--- config.mk ---
export PLATFORM = sky130hd
export DESIGN_NAME = pipe_drawer_flat
export DESIGN_NICKNAME = d
export VERILOG_FILES = /design/src/rtl/pipe_drawer_if.sv /design/src/rtl/pipe_drawer.sv /design/src/flat_wrapper.sv
export SDC_FILE = /design/constraint.sdc
export NUM_CORES = 1
export LEC_CHECK = 0
export ABC_AREA = 1
export CAP_MARGIN = 20
export CORE_UTILIZATION = 42
export DETAILED_ROUTE_END_ITERATION = 10
export PLACE_DENSITY_LB_ADDON = 0.15
export SYNTH_ARGS = -nofsm -noshare
export SYNTH_HDL_FRONTEND = slang
export SYNTH_SLANG_ARGS = --single-unit
--- constraint.sdc ---
create_clock -name clk -period 9 [get_ports clk]
set_input_delay 2.7 -clock clk [delete_from_list [all_inputs] [get_ports clk]]
set_output_delay 2.7 -clock clk [all_outputs]
set_load 0.01 [all_outputs]
--- src/rtl/pipe_drawer_if.sv ---
// Handshake between game-state logic (master) and the lower-pipe outline drawer (slave).
interface pipe_drawer_if;
    logic        enable;
    logic [10:0] pipe_x;
    logic [10:0] pipe_y;
    logic [10:0] x;
    logic [10:0] y;
    logic        plot;
    logic        done;

    modport master (output enable, pipe_x, pipe_y, input x, y, plot, done);
    modport slave  (input enable, pipe_x, pipe_y, output x, y, plot, done);
endinterface

--- src/rtl/pipe_drawer.sv ---
// Traces the beveled outline of the lower pipe, one registered pixel per clock.
// Define PIPE_DRAWER_CLIP_EN to suppress plot for off-screen pixels.
module pipe_drawer #(
    parameter int PIPE_W   = 60,
    parameter int BEVEL    = 10,
    parameter int GAP      = 100,
    parameter int SCREEN_W = 640,
    parameter int SCREEN_H = 480
) (
    input logic          clk,
    input logic          reset,
    pipe_drawer_if.slave bus
);

    typedef logic signed [11:0] coord_t;
    typedef enum logic [2:0] {
        StIdle, StLine1, StLine2, StLine3, StLine4, StLine5, StLine6, StLine7
    } state_e;

    localparam coord_t PipeW   = coord_t'(PIPE_W);
    localparam coord_t Bevel   = coord_t'(BEVEL);
    localparam coord_t Gap     = coord_t'(GAP);
    localparam coord_t ScreenH = coord_t'(SCREEN_H);
`ifdef PIPE_DRAWER_CLIP_EN
    localparam coord_t ScreenW = coord_t'(SCREEN_W);
`endif

    function automatic coord_t seg_len(input state_e s, input coord_t c);
        coord_t len;
        len = 12'sd0;
        case (s)
            StLine1: len = ScreenH - 12'sd1 - c;
            StLine2, StLine3, StLine5, StLine6: len = Bevel;
            StLine4: len = PipeW + Bevel + Bevel;
            StLine7: len = ScreenH - c;
            default: len = 12'sd0;
        endcase
        return len;
    endfunction

    // First segment at or after index 'from' with a positive length; empty ones cost no cycle.
    function automatic state_e next_seg(input int from, input coord_t c);
        state_e r;
        r = StIdle;
        for (int i = 7; i >= 1; i--) begin
            if (i >= from && seg_len(state_e'(3'(i)), c) > 12'sd0) r = state_e'(3'(i));
        end
        return r;
    endfunction

    state_e      state_q, state_d;
    logic [11:0] cnt_q, cnt_d;
    logic [10:0] px_q, px_d;
    logic [10:0] py_q, py_d;
    logic [10:0] x_q, x_d;
    logic [10:0] y_q, y_d;
    logic        plot_q, plot_d;
    logic        done_q, done_d;

    coord_t c_q, c_start;
    coord_t l_n, r_n, t_n, c_n, cnt_n, xs, ys, len_n;

    assign c_q     = $signed({1'b0, py_q}) + Gap + Bevel;
    assign c_start = $signed({1'b0, bus.pipe_y}) + Gap + Bevel;

    always_ff @(posedge clk) begin
        if (reset) begin
            state_q <= StIdle;
            cnt_q   <= '0;
            px_q    <= '0;
            py_q    <= '0;
            x_q     <= '0;
            y_q     <= '0;
            plot_q  <= 1'b0;
            done_q  <= 1'b0;
        end else begin
            state_q <= state_d;
            cnt_q   <= cnt_d;
            px_q    <= px_d;
            py_q    <= py_d;
            x_q     <= x_d;
            y_q     <= y_d;
            plot_q  <= plot_d;
            done_q  <= done_d;
        end
    end

    always_comb begin
        state_d = state_q;
        cnt_d   = cnt_q + 12'd1;
        px_d    = px_q;
        py_d    = py_q;
        if (state_q == StIdle) begin
            cnt_d = '0;
            if (bus.enable) begin
                px_d    = bus.pipe_x;
                py_d    = bus.pipe_y;
                state_d = next_seg(1, c_start);
            end
        end else if (cnt_q == $unsigned(seg_len(state_q, c_q) - 12'sd1)) begin
            state_d = next_seg(int'(state_q) + 1, c_q);
            cnt_d   = '0;
        end
    end

    // Outputs are derived from next-state values so they land in the same cycle as the state.
    always_comb begin
        l_n   = $signed({1'b0, px_d}) - PipeW;
        r_n   = $signed({1'b0, px_d}) + Bevel;
        t_n   = $signed({1'b0, py_d}) + Gap;
        c_n   = t_n + Bevel;
        cnt_n = $signed(cnt_d);
        xs    = 12'sd0;
        ys    = 12'sd0;
        case (state_d)
            StLine1: begin xs = l_n;         ys = ScreenH - 12'sd1 - cnt_n; end
            StLine2: begin xs = l_n - cnt_n; ys = c_n;                      end
            StLine3: begin xs = l_n - Bevel; ys = c_n - cnt_n;              end
            StLine4: begin xs = l_n - Bevel + cnt_n; ys = t_n;              end
            StLine5: begin xs = r_n;         ys = t_n + cnt_n;              end
            StLine6: begin xs = r_n - cnt_n; ys = c_n;                      end
            StLine7: begin xs = r_n - Bevel; ys = c_n + cnt_n;              end
            default: begin xs = 12'sd0;      ys = 12'sd0;                   end
        endcase
        len_n  = seg_len(state_d, c_n);
        x_d    = xs[10:0];
        y_d    = ys[10:0];
`ifdef PIPE_DRAWER_CLIP_EN
        plot_d = (state_d != StIdle) && (xs >= 12'sd0) && (xs < ScreenW)
                 && (ys >= 12'sd0) && (ys < ScreenH);
`else
        plot_d = (state_d != StIdle);
`endif
        done_d = (state_d != StIdle) && (cnt_d == $unsigned(len_n - 12'sd1))
                 && (next_seg(int'(state_d) + 1, c_n) == StIdle);
    end

    assign bus.x    = x_q;
    assign bus.y    = y_q;
    assign bus.plot = plot_q;
    assign bus.done = done_q;

endmodule

--- src/flat_wrapper.sv ---
// flat-port wrapper written by rule: the top's interface ports become plain ports
module pipe_drawer_flat 
#(
    parameter int PIPE_W   = 60,
    parameter int BEVEL    = 10,
    parameter int GAP      = 100,
    parameter int SCREEN_W = 640,
    parameter int SCREEN_H = 480
)
  (clk, reset, bus_enable, bus_pipe_x, bus_pipe_y, bus_x, bus_y, bus_plot, bus_done);
  pipe_drawer_if bus_i ();
  input logic clk;
  input logic reset;
  input wire logic [$bits(bus_i.enable)-1:0] bus_enable;
  input wire logic [$bits(bus_i.pipe_x)-1:0] bus_pipe_x;
  input wire logic [$bits(bus_i.pipe_y)-1:0] bus_pipe_y;
  output wire logic [$bits(bus_i.x)-1:0] bus_x;
  output wire logic [$bits(bus_i.y)-1:0] bus_y;
  output wire logic [$bits(bus_i.plot)-1:0] bus_plot;
  output wire logic [$bits(bus_i.done)-1:0] bus_done;
  assign bus_i.enable = bus_enable;
  assign bus_i.pipe_x = bus_pipe_x;
  assign bus_i.pipe_y = bus_pipe_y;
  assign bus_x = bus_i.x;
  assign bus_y = bus_i.y;
  assign bus_plot = bus_i.plot;
  assign bus_done = bus_i.done;
  pipe_drawer #(.PIPE_W(PIPE_W), .BEVEL(BEVEL), .GAP(GAP), .SCREEN_W(SCREEN_W), .SCREEN_H(SCREEN_H)) u_core (.clk(clk), .reset(reset), .bus(bus_i));
endmodule
==> reports/qor.txt, run 1 <==
setup ws final -> 0.822 ns
Die Y -> 147 um
Worst Path Buf+Inv -> 8
max-cap violation count -> 0
commonest cells after routing, fill and taps aside -> nand2_1, inv_1, nor2_1
CP top delay family -> simple AND/OR/NAND/NOR gates
ANT nets after route -> 0
DRT Pass-1 Iters -> 7
TritonCTS clock tree -> yes
DR iter-0 viols -> 588
endpoint class of the critical path -> flop
Starting Density -> 43.2%
Tmin final -> 8.18 ns
hold_buf cts -> 0
Inst Count DP -> 1,788
power density over the cells -> 207 mW/mm^2
Post-CTS Setup Inserts -> 0
part of the cycle the worst path needs -> 90.9%
Max Root-Sink Buffers -> 2
WL/cell -> 15.2 um
DP HPWL -> 22.0 mm
synthesized area -> 0.00883 mm^2
clk sinks -> 61
clock skew -> 0.00835 ns
CTS root buf -> clkbuf_16
Reg clk slew, reported paths -> 0.06 ns
grt ovf -> 0
most common cell after layout, fill and taps aside -> nand2_1
area grow syn2layout -> 11.9%
Fill cells -> 2,198
EDFF count, synth -> 0
FMAX -> 122 MHz
placed inst area -> 0.00958 mm^2
syn nets -> 1,595
status -> finished, final reports clean
Critical Path AT -> 8.44 ns
crit path from -> bus_pipe_y[1]
leakage -> 4.98 nW
die width -> 147 um
pre-CTS setup slack -> 0.563 ns
Fin. Hold Viols -> 0
I/O Buffers -> 48
Syn Area/Cell -> 5.94 um^2
Inserted Clock Buffers -> 9
share of the yosys chip area belonging to registers -> 13.8%
gpl congestion -> 0.931
Std-Cell Rows -> 52
TNS Setup -> 0 ns
Max VDD drop -> 0.100 mV
RSZ-0062 raised after global routing -> no
CP peak stage delay -> 0.53 ns
Worst Max-Slew Pin Slew -> 1.04 ns
Top FF cell, synth -> dfxtp_1
H-tree depth -> 3
Finished Layout Cells -> 1,804
CP Class -> primary input to flop
core box area -> 0.0204 mm^2
Final Cell Area -> 0.00988 mm^2
final WL -> 27.4 mm
drt via density -> 5.17
Post-route DRC -> 0
worst path required time -> 9.26 ns
CP max-delay cell -> clkdlybuf4s50_1
Worst Hold Class -> flop to flop
post-synthesis register bit count -> 61
synth warn -> 0
gr usage total -> 26.1%
asr flop ratio synth -> 0%
clock latency on the worst-skew pair -> 0.35 ns
Pins Over Slew Limit -> 0
hold_ws -> 0.610 ns
vias in the first global route -> 8,698
I/O pin total -> 49
CP max FO -> 15
Worst Hold Launch -> u_core.px_q[5]$_SDFF_PP0_
Layout Nets -> 1,637
share of cells above drive strength 1 -> 8.67%
final-report setup violation count -> 0
cells after synthesis -> 1,487
initial antenna violation count -> 1
first-pass GRT wire length -> 44.4 mm
Top cell by count, worst path -> nor2_1
worst r2r src -> u_core.state_q[1]$_SDFF_PP0_
Slew headroom -> 30.9%
largest net degree at the start of global routing -> 51
Vias -> 9,335
startpoint types -> primary input
Netlist cell types -> 53
Ant. Diodes -> 0
Die Area -> 0.0216 mm^2
Post-CTS Resized -> 0
[where the power goes]
group	internal [mW]	switching, mW	leakage [nW]
combinational	0.488	0.861	4.33
sequential	0.310	0.0209	0.500
clock	0.241	0.128	0.153
[state kept, by name (all words and copies together) (netlist names)]
register,cells
u_core.bus.plot,1
u_core.cnt_q,12
u_core.bus.x,11
u_core.state_q,3
u_core.bus.y,11
u_core.py_q,11
u_core.bus.done,1
u_core.px_q,11
[cells in the mapped netlist, types with 6 or more instances]
library cell / instances / share of area [%]
o21ai_1: 12 / 0.68
nand3_1: 127 / 7.2
inv_1: 196 / 8.3
or2_2: 12 / 0.85
nand2_1: 360 / 15
a21oi_1: 62 / 3.5
xor2_1: 55 / 5.5
clkbuf_1: 17 / 0.72
o21ai_2: 9 / 0.89
nor2_2: 17 / 1.2
nand2_2: 13 / 0.92
nand3_2: 9 / 1.0
or2_1: 7 / 0.50
nor2_1: 179 / 7.6
nor3_1: 22 / 1.2
ha_1: 79 / 11
xnor2_1: 22 / 2.2
o31ai_1: 9 / 0.77
nand2_4: 6 / 0.77
o22ai_1: 15 / 1.1
nand4_1: 18 / 1.3
o21ai_0: 68 / 3.9
inv_2: 31 / 1.3
dfxtp_1: 61 / 14
[metal layers]
layer	GRT usage (%)	share of wire, %	vias to the layer above
met5	0	0	-
met4	9.28	2.9	0
met3	3.07	4.6	39
met2	45.4	47	215
met1	33.1	46	4183
li1	-	-	4898
[cells by family after synthesis]
group                      synth area share (%)
AOI/OAI and AO/OA                          14.6
DFF                                        13.8
and+or+nand+nor                            39.8
adders and majority gates                  12.1
buffers and inverters                      11.4
xor gates and xnor gates                   8.01
muxes                                     0.227
[stage by stage]
step                util, %  power (mW)
floorplan                 -        1.35
global placement       46.9        1.66
detailed placement     46.9        1.67
CTS                    48.4        2.05
global route           48.4        2.25
finish                 48.4        2.05
[layout make-up]
cell class              instances  area [um^2]  share of cell area, %
multi-input cells            1168         6600                   66.8
flip-flops and latches         61         1220                   12.4
inverters                     232          871                   8.81
repair buffers                 57          543                   5.49
well taps                     270          338                   3.42
clock buffers                  11          233                   2.35
clock inverters                 5         75.1                  0.759
[worst reg2reg max path: cells and delay by family, from the launching register on]
family | cells | cell delay [ns]
AOI/OAI and AO/OA | 5 | 0.75
xor gates and xnor gates | 5 | 0.80
adders and majority gates | 6 | 1.71
buffers and inverters | 5 | 0.48
DFF | 1 | 0.47
and+or+nand+nor | 26 | 2.91
[path summary, 6_finish.rpt]
check / end / slack (ns) / depth (start not counted)
worst max-delay path: u_core.bus.y[10]$_SDFF_PP0_ / 0.82 / 43
worst max register to register: u_core.bus.y[10]$_SDFF_PP0_ / 1.82 / 47
worst min register to register: u_core.px_q[5]$_SDFF_PP0_ / 0.61 / 2
worst min-delay path: u_core.px_q[5]$_SDFF_PP0_ / 0.61 / 2
(Power assumes the default switching activity.)
==> inputs of run 2 (changes only) <==
- HOLD_SLACK_MARGIN: not set -> 0.05
==> results of run 2 <==
No change in the layout: final DEF, timing and power equal those of run 1.
